`src/rtl/harmonic_scheduler.sv`:
```
// harmonic_scheduler: once per sample tick, walks harmonics 0..count, pulls each
// sine sample from the position block, scales it by a geometrically decaying
// level and accumulates a signed mix that is published at the end of the frame.
module harmonic_scheduler #(
  parameter int NYQUIST_LIMIT = 32768,
  parameter int SUM_WIDTH     = 24,
  parameter int LUT_LATENCY   = 1
) (
  input  logic                        i_clock,
  input  logic                        i_reset,
  input  logic                        i_sample_tick,
  input  logic [15:0]                 i_frequency,
  input  logic [7:0]                  i_harmonic_count,
  input  logic [7:0]                  i_level_scale,
  input  logic                        i_sample_ready,
  input  logic signed [15:0]          i_sample_value,
  output logic [7:0]                  o_harmonic,
  output logic                        o_next_sample,
  output logic signed [SUM_WIDTH-1:0] o_mix,
  output logic                        o_mix_valid,
  output logic                        o_busy,
  output logic                        o_overrun
);

  localparam int DATA_W = 16;
  localparam int COEF_W = 8;
  localparam int PROD_W = DATA_W + COEF_W;
  localparam int CNT_W  = $clog2(LUT_LATENCY + 2);

  typedef enum logic [2:0] {
    IDLE, WAIT_READY, LATCH, SCALE, ADVANCE, GAP, DONE
  } state_t;

  state_t state, state_next;

  // Frame parameters captured at the tick so the caller may change inputs mid-frame.
  logic [15:0]                 frequency_q;
  logic [7:0]                  count_q;
  logic [COEF_W-1:0]           scale_q;
  // Per-harmonic working state.
  logic [7:0]                  h_q;
  logic [COEF_W-1:0]           level_q;
  logic [16:0]                 hfreq_q;
  logic signed [DATA_W-1:0]    sample_q;
  logic signed [SUM_WIDTH-1:0] sum_q;
  logic [CNT_W-1:0]            lat_cnt;
  logic                        last_q;

  logic signed [DATA_W-1:0]    term;
  logic [COEF_W-1:0]           level_new;
  logic [16:0]                 hfreq_new;
  logic                        is_last;

  // Signed sample times unsigned level, arithmetic shift drops the 8 fraction bits.
  function automatic logic signed [DATA_W-1:0] scale_term(
    input logic signed [DATA_W-1:0] s,
    input logic [COEF_W-1:0]        lvl
  );
    logic signed [PROD_W-1:0] prod;
    prod = PROD_W'(s) * PROD_W'($signed({1'b0, lvl}));
    return DATA_W'(prod >>> COEF_W);
  endfunction

  // Geometric decay of the level; truncating toward zero lets it reach 0.
  function automatic logic [COEF_W-1:0] decay(
    input logic [COEF_W-1:0] lvl,
    input logic [COEF_W-1:0] sc
  );
    logic [2*COEF_W-1:0] p;
    p = (2*COEF_W)'(lvl) * (2*COEF_W)'(sc);
    return p[2*COEF_W-1:COEF_W];
  endfunction

  // Scaling arithmetic and the end-of-frame decision, consumed in SCALE.
  always_comb begin
    term      = scale_term(sample_q, level_q);
    level_new = decay(level_q, scale_q);
    hfreq_new = hfreq_q + {1'b0, frequency_q};
    is_last   = (h_q == count_q) || (hfreq_new >= 17'(NYQUIST_LIMIT)) || (level_new == '0);
  end

  // Next-state logic; the LUT latency counter starts on the first ready.
  always_comb begin
    state_next = state;
    unique case (state)
      IDLE:       if (i_sample_tick) state_next = WAIT_READY;
      WAIT_READY: if ((i_sample_ready || lat_cnt != '0) && lat_cnt == CNT_W'(LUT_LATENCY))
                    state_next = LATCH;
      LATCH:      state_next = SCALE;
      SCALE:      state_next = ADVANCE;
      ADVANCE:    state_next = last_q ? DONE : GAP;
      GAP:        state_next = WAIT_READY;
      DONE:       state_next = IDLE;
      default:    state_next = IDLE;
    endcase
  end

  // Control state and registered outputs; the harmonic/next_sample pair is loaded
  // on the SCALE edge so both are visible together during ADVANCE.
  always_ff @(posedge i_clock) begin
    if (i_reset) begin
      state         <= IDLE;
      lat_cnt       <= '0;
      last_q        <= 1'b0;
      h_q           <= '0;
      o_harmonic    <= '0;
      o_next_sample <= 1'b0;
      o_mix         <= '0;
      o_mix_valid   <= 1'b0;
      o_busy        <= 1'b0;
      o_overrun     <= 1'b0;
    end else begin
      state         <= state_next;
      o_busy        <= (state_next != IDLE);
      o_overrun     <= i_sample_tick && (state != IDLE);
      o_next_sample <= (state == SCALE);
      o_mix_valid   <= (state == DONE);
      if (state == DONE) o_mix <= sum_q;
      if (state == WAIT_READY) begin
        if (state_next == LATCH) lat_cnt <= '0;
        else if (i_sample_ready || lat_cnt != '0) lat_cnt <= lat_cnt + 1'b1;
      end else begin
        lat_cnt <= '0;
      end
      if (state == IDLE && i_sample_tick) h_q <= '0;
      if (state == SCALE) begin
        last_q <= is_last;
        if (is_last) begin
          o_harmonic <= '0;
        end else begin
          o_harmonic <= h_q + 8'd1;
          h_q        <= h_q + 8'd1;
        end
      end
    end
  end

  // Datapath registers: initialised at the tick, so no reset is needed.
  always_ff @(posedge i_clock) begin
    if (state == IDLE && i_sample_tick) begin
      frequency_q <= i_frequency;
      count_q     <= i_harmonic_count;
      scale_q     <= i_level_scale;
      sum_q       <= '0;
      level_q     <= '1;
      hfreq_q     <= {1'b0, i_frequency};
    end
    if (state == LATCH) sample_q <= i_sample_value;
    if (state == SCALE) begin
      sum_q   <= sum_q + SUM_WIDTH'(term);
      level_q <= level_new;
      if (!is_last) hfreq_q <= hfreq_new;
    end
  end

endmodule

```
`config.mk`:
```
export PLATFORM = sky130hd
export DESIGN_NAME = harmonic_scheduler
export DESIGN_NICKNAME = d
export VERILOG_FILES = /design/src/rtl/harmonic_scheduler.sv
export SDC_FILE = /design/constraint.sdc
export NUM_CORES = 1
export LEC_CHECK = 0
export ABC_AREA = 0
export BUFFER_PORTS_ARGS = -buffer_cell sky130_fd_sc_hd__buf_4
export CORE_MARGIN = 10
export CORE_UTILIZATION = 30
export CTS_CLUSTER_DIAMETER = 200
export CTS_CLUSTER_SIZE = 12
export DETAILED_ROUTE_END_ITERATION = 8
export SLEW_MARGIN = 20
export SYNTH_ARGS = -nofsm -noshare
export SYNTH_HDL_FRONTEND = slang
export SYNTH_SLANG_ARGS = --single-unit
```
`constraint.sdc`:
```
create_clock -name i_clock -period 7.45 [get_ports i_clock]
set_input_delay 0.3725 -clock i_clock [delete_from_list [all_inputs] [get_ports i_clock]]
set_output_delay 0.3725 -clock i_clock [all_outputs]
set_load 0.02 [all_outputs]
```
# [Yosys cells after proc, flatten, opt, wreduce, memory -nomap -nowiden]
# Cells that the tools add are included.
[word_totals] reg_bits=147 inputBits=52 output_inout_bits=36 wordCells=62
[op_classes] addsub=4 mul=2 magnitude_cmp=1 eq_ne=9 mux=15 n_bitwise=1 reduce_logical=13
[ops] operator="$mux 17" n=3
[ops] operator="$mux 24" n=2
[ops] operator="$mux 8" n=6
[ops] operator="$add 24x16->24" n=1
[ops] operator="$mul 16x9->24" n=1
[ops] operator="$pmux 3 s6" n=1
[ops] operator="$add 17x16->17" n=1
[ops] operator="$ge 17x16->1 const B" n=1
[ops] operator="$mul 8x8->16" n=1
[ops] operator="$eq 3x2->1 const B" n=3
[ops] operator="$eq 3x3->1 const B" n=3
[ops] operator="$add 8x1->8 const B" n=1
[ops] operator="$eq 8x8->1" n=1
[ops] operator="$logic_not 8->1" n=1
[ops] operator="$mux 3" n=2
[ops] operator="$reduce_bool 3->1" n=2
[ops] operator="$reduce_bool 2->1" n=2
[ops] operator="$eq 3x1->1 const B" n=1
[ops] operator="$logic_and 1x1->1" n=3
[ops] operator="$logic_not 3->1" n=1
[ops] operator="$logic_or 1x1->1" n=3
[ops] operator="$reduce_or 3->1" n=1
[ops] operator="$add 2x1->2 const B" n=1
[ops] operator="$eq 2x1->1 const B" n=1
[ops] operator="2 further kinds" n=2

# [Depth between registers and ports, before layout]
[logic_depth] depth_word=7 mapped_depth=30 ltp_nobuf=29

# [Worst setup path after synthesis]
# Ideal clock, no wire load.
[synth_path] path_type="register to register" from="register level_q[0]" to="register sum_q[22], data pin" setup_ns=0.266 arrival_ns=6.609 required_ns=7.184 slack_ns=0.575 path_stages_with_launch=26 path_buffers=1 synth_period_minus_slack_ns=6.875 cell_sequence="edfxtp_1 clkbuf_1 nand2_1 fa_1 inv_1 fa_1 fa_1 inv_1 fa_1 inv_1 ha_1 o21a_1 o21a_1 o21ai_0 a211oi_1 o31a_1 a41o_1 xnor2_1 ha_1 a21o_1 or3_1 o211ai_1 nand3_1 a31oi_1 xor2_1 nor2_1"
[synth_via] elab_chain_len=3
[synth_lines] item="start: declaration" line="42" text="logic [COEF_W-1:0] level_q;"
[synth_lines] item="start signal: assignment" line="151" text="level_q <= level_new;"
[synth_lines] item="$mul 16x9->24" line="60" text="prod = PROD_W'(s) * PROD_W'($signed({1'b0, lvl}));"
[synth_lines] item="$add 24x16->24" line="150" text="sum_q <= sum_q + SUM_WIDTH'(term);"
[synth_lines] item="$mux 24" line="149" text="if (state == SCALE) begin"
[synth_lines] item="end signal: assignment" line="150"
[synth_lines] item="end: declaration" line="45" text="logic signed [SUM_WIDTH-1:0] sum_q;"
# No other way between the ends.
# A chain may end at the register's enable or synchronous reset.

# [Worst setup path in the final report]
[layout_path] from="register level_q[5]" to="register sum_q[20], data pin"
# The elaborated chain is that of the path after synthesis.

==> qor.tcl <==
set qor(run_status) {completed}
set qor(mostFrequentLayoutCell) {inv_1}
set qor(routed_wirelength_mm) 31.49
set qor(crit_arrival_ps) 7060
set qor(timing.critical_path.slowest_stage_cell) {fa_1}
set qor(design.die.area_um2) 53010
set qor(n_antenna_cell) 0
set qor(cp_common_cell) {fa_1}
set qor(netlist_instances) 1399
set qor(finClkSkew_ps) 14.44
set qor(timing_worst_slew_pin_value_ps) 907.2
set qor(synth_enable_flop_cells) 80
set qor(antenna_violations_before_repair) 1
set qor(io_buffers) 87
set qor(timing.final.crit_share_pct) 92.39
set qor(clk-insertion-delay-late_ps) 450
set qor(drcViolationCount) 0
set qor(achievable-frequency_mhz) 145.3
set qor(final_hold_viol_count) 0
set qor(syn_area_per_cell_um2) 9.478
set qor(layout-drive-gt1-share_pct) 11.32
set qor(timing_max_transition_violations_final) 0
set qor(effective_utilization_at_floorplan_pct) 30.58
set qor(irDropWorstVdd_uv) 178.0
set qor(grt_use_total_pct) 12.24
set qor(clock-sinks) 147
set qor(worstHoldPathType) {input pin to register}
set qor(synth_nets) 1707
set qor(synth.distinct_cells) 70
set qor(clkTransAtPathRegs_ps) 60
set qor(critPathRequiredTime_ps) 7630
set qor(ys_ff_latch) 147
set qor(route.vias.total) 9788
set qor(dieWidth_um) 230.2
set qor(route.detailed.vias_per_inst) 4.690
set qor(leakage_nw) 6.847
set qor(synthesis.area_um2) 13260
set qor(final.hold.worst_slack_ps) 95.94
set qor(drt-initial-drc-count) 506
set qor(cts.path.max_buffers) 2
set qor(critical_path.max_fanout) 15
set qor(cts_hold_buffers) 0
set qor(core_area_um2) 43360
set qor(report.final.setup_viol) 0
set qor(cts_buffers) 17
set qor(proportion_of_synthesized_flip_flops_having_asynchronous_set_or_reset_pct) 0
set qor(total_grt_overflow) 0
set qor(final_period_minus_worst_setup_slack_ps) 6883
set qor(post_drt_wl_per_cell_um) 15.09
set qor(finalSetupTns_ps) 0
set qor(power_density_nw_per_um2) 295.3
set qor(cts_tree) {done}
set qor(yosys-top-cells-area) {fa_1, edfxtp_1, ha_1}
set qor(layout.cells.most_common_list) {inv_1, nand2_1, fa_1}
set qor(grt_first_pass_wirelength_mm) 52.92
set qor(grt_start_max_net_pins) 51
set qor(synth_warnings) 0
set qor(clk_root_buffer_cell) {clkbuf_16}
set qor(maxCapViolations) 0
set qor(std_cell_rows) 76
set qor(rsz_0062_raised_after_global_routing) {no}
set qor(gp_congestion) 0.8661
set qor(finish.net_count) 1797
set qor(seq_area_frac_synth_pct) 28.23
set qor(htree_num_levels) 4
set qor(worstSetupStartpointType) {register}
set qor(timing.critical_path.to_type) {register}
set qor(die_height_um) 230.2
set qor(detailedRoute.firstPassIterationCount) 7
set qor(relative_slew_slack_pct) 39.34
set qor(fillers) 4425
set qor(synth_largest_area_cell) {fa_1}
set qor(number_of_global_route_vias_before_repair) 10390
set qor(area.growth.synth_to_final_pct) 15.43
set qor(top_area_cell_type_share_of_the_netlist_area_pct) 20.53
set qor(final_antenna_net_count) 0
set qor(ios) 88
set qor(crit_path_max_incr_delay_ps) 540
set qor(dominantRegCellSynth) {edfxtp_1}
set qor(crit_type) {register to register}
set qor(dp.final_hpwl_mm) 24.21
-- report_power, final --
| part | switching, mW | internal [mW] | leakage (nW) |
|---|---|---|---|
| Combinational | 1.53 | 1.16 | 5.26 |
| Sequential | 0.0334 | 0.903 | 1.29 |
| Clock | 0.369 | 0.525 | 0.296 |
-- per-layer routing --
metal  global-route usage (%)  up-vias  part of all wire (%)
met5                        0        -                 0.057
met4                    2.898        2                  0.93
met3                    3.275       19                   5.7
met2                    20.37      174                    47
met1                    15.49     4811                    46
li1                         -     4782                     -
-- worst max-delay path, delay by kind of cell (launching register included) --
kind                     cells  cell delay [ps]
AO/OA/AOI/OAI                9             1700
XOR/XNOR                     1              170
adder cells (fa/ha/maj)      6             2500
buffers and inverters        3              350
flip-flops                   1              430
AND/OR/NAND/NOR              9             1450
-- stage by stage --
step / cells / power (mW) / instance area, µm² / utilization, % / setup slack [ps]
final: 2087 / 4.519 / 15310 / 35.30 / 567.1
after floorplan: 1399 / 3.034 / 13260 / - / 575.4
after global routing: 2087 / 4.972 / 15310 / 35.30 / 22.38
after detailed placement: 2044 / 3.602 / 14590 / 33.64 / 327.8
after global placement: 2044 / 3.550 / 14590 / 33.64 / 460.2
after CTS: 2076 / 4.536 / 15190 / 35.04 / 315.3
-- Yosys cell counts, types with 3 or more instances --
| cell | n |
|---|---|
| mux2i_1 | 22 |
| a211oi_1 | 10 |
| ha_1 | 120 |
| nand3_1 | 28 |
| clkbuf_1 | 38 |
| nand4b_1 | 5 |
| dfxtp_1 | 67 |
| nor2_1 | 62 |
| o21ai_0 | 32 |
| and2_1 | 93 |
| o211ai_1 | 10 |
| o31a_1 | 4 |
| a31oi_1 | 7 |
| nand4_1 | 8 |
| inv_1 | 198 |
| nor2b_1 | 7 |
| and3_1 | 6 |
| nand2_1 | 190 |
| a21oi_1 | 81 |
| fa_1 | 136 |
| or3_1 | 5 |
| a21o_1 | 17 |
| nand2b_1 | 10 |
| xnor2_1 | 47 |
| nor4_1 | 4 |
| a31o_2 | 3 |
| xor2_1 | 18 |
| o21bai_1 | 5 |
| nor3_1 | 21 |
| edfxtp_1 | 80 |
| or2_2 | 4 |
| o21a_1 | 10 |
| nor3b_1 | 4 |
-- timing repair --
item	in CTS	in global routing
resized for setup	0	3
setup endpoints to repair	0	6
buffers inserted	0	11
-- layout make-up --
| type | count | area (µm²) | share of cell area, % |
|---|---|---|---|
| inverter | 200 | 753.2 | 4.921 |
| tap | 585 | 732.0 | 4.782 |
| sequential | 147 | 3744 | 24.46 |
| clock inverter | 13 | 143.9 | 0.9401 |
| clock buffer | 19 | 464.2 | 3.033 |
| multi-input combinational | 1007 | 8586 | 56.09 |
| timing repair buffer | 116 | 883.3 | 5.771 |
-- logic make-up after synthesis --
| family | synth area share [%] |
|---|---|
| buf+inv | 7.152 |
| mux | 1.661 |
| flops | 28.23 |
| compound gates | 9.908 |
| simple gates | 16.90 |
| fa+ha+maj | 31.86 |
| xor+xnor | 4.293 |
-- state kept, by name (all words and copies together), names as in the netlist, 16 cells and up --
signal / count
sum_q: 24
hfreq_q: 17
sample_q: 16
o_mix: 24
frequency_q: 16
-- final timing paths --
check	start	endpoint	slack, ps	depth (start not counted)
setup / recovery	level_q[5]$_SDFFCE_PN1P_	sum_q[20]$_SDFFCE_PN0P_	570	28
hold / removal	i_harmonic_count[6]	count_q[6]$_DFFE_PP_	100	1
setup reg to reg	level_q[5]$_SDFFCE_PN1P_	sum_q[20]$_SDFFCE_PN0P_	570	28
hold reg to reg	o_mix[16]$_SDFFE_PP0P_	o_mix[16]$_SDFFE_PP0P_	460	2
No activity file was read; power rests on OpenSTA's default activity.
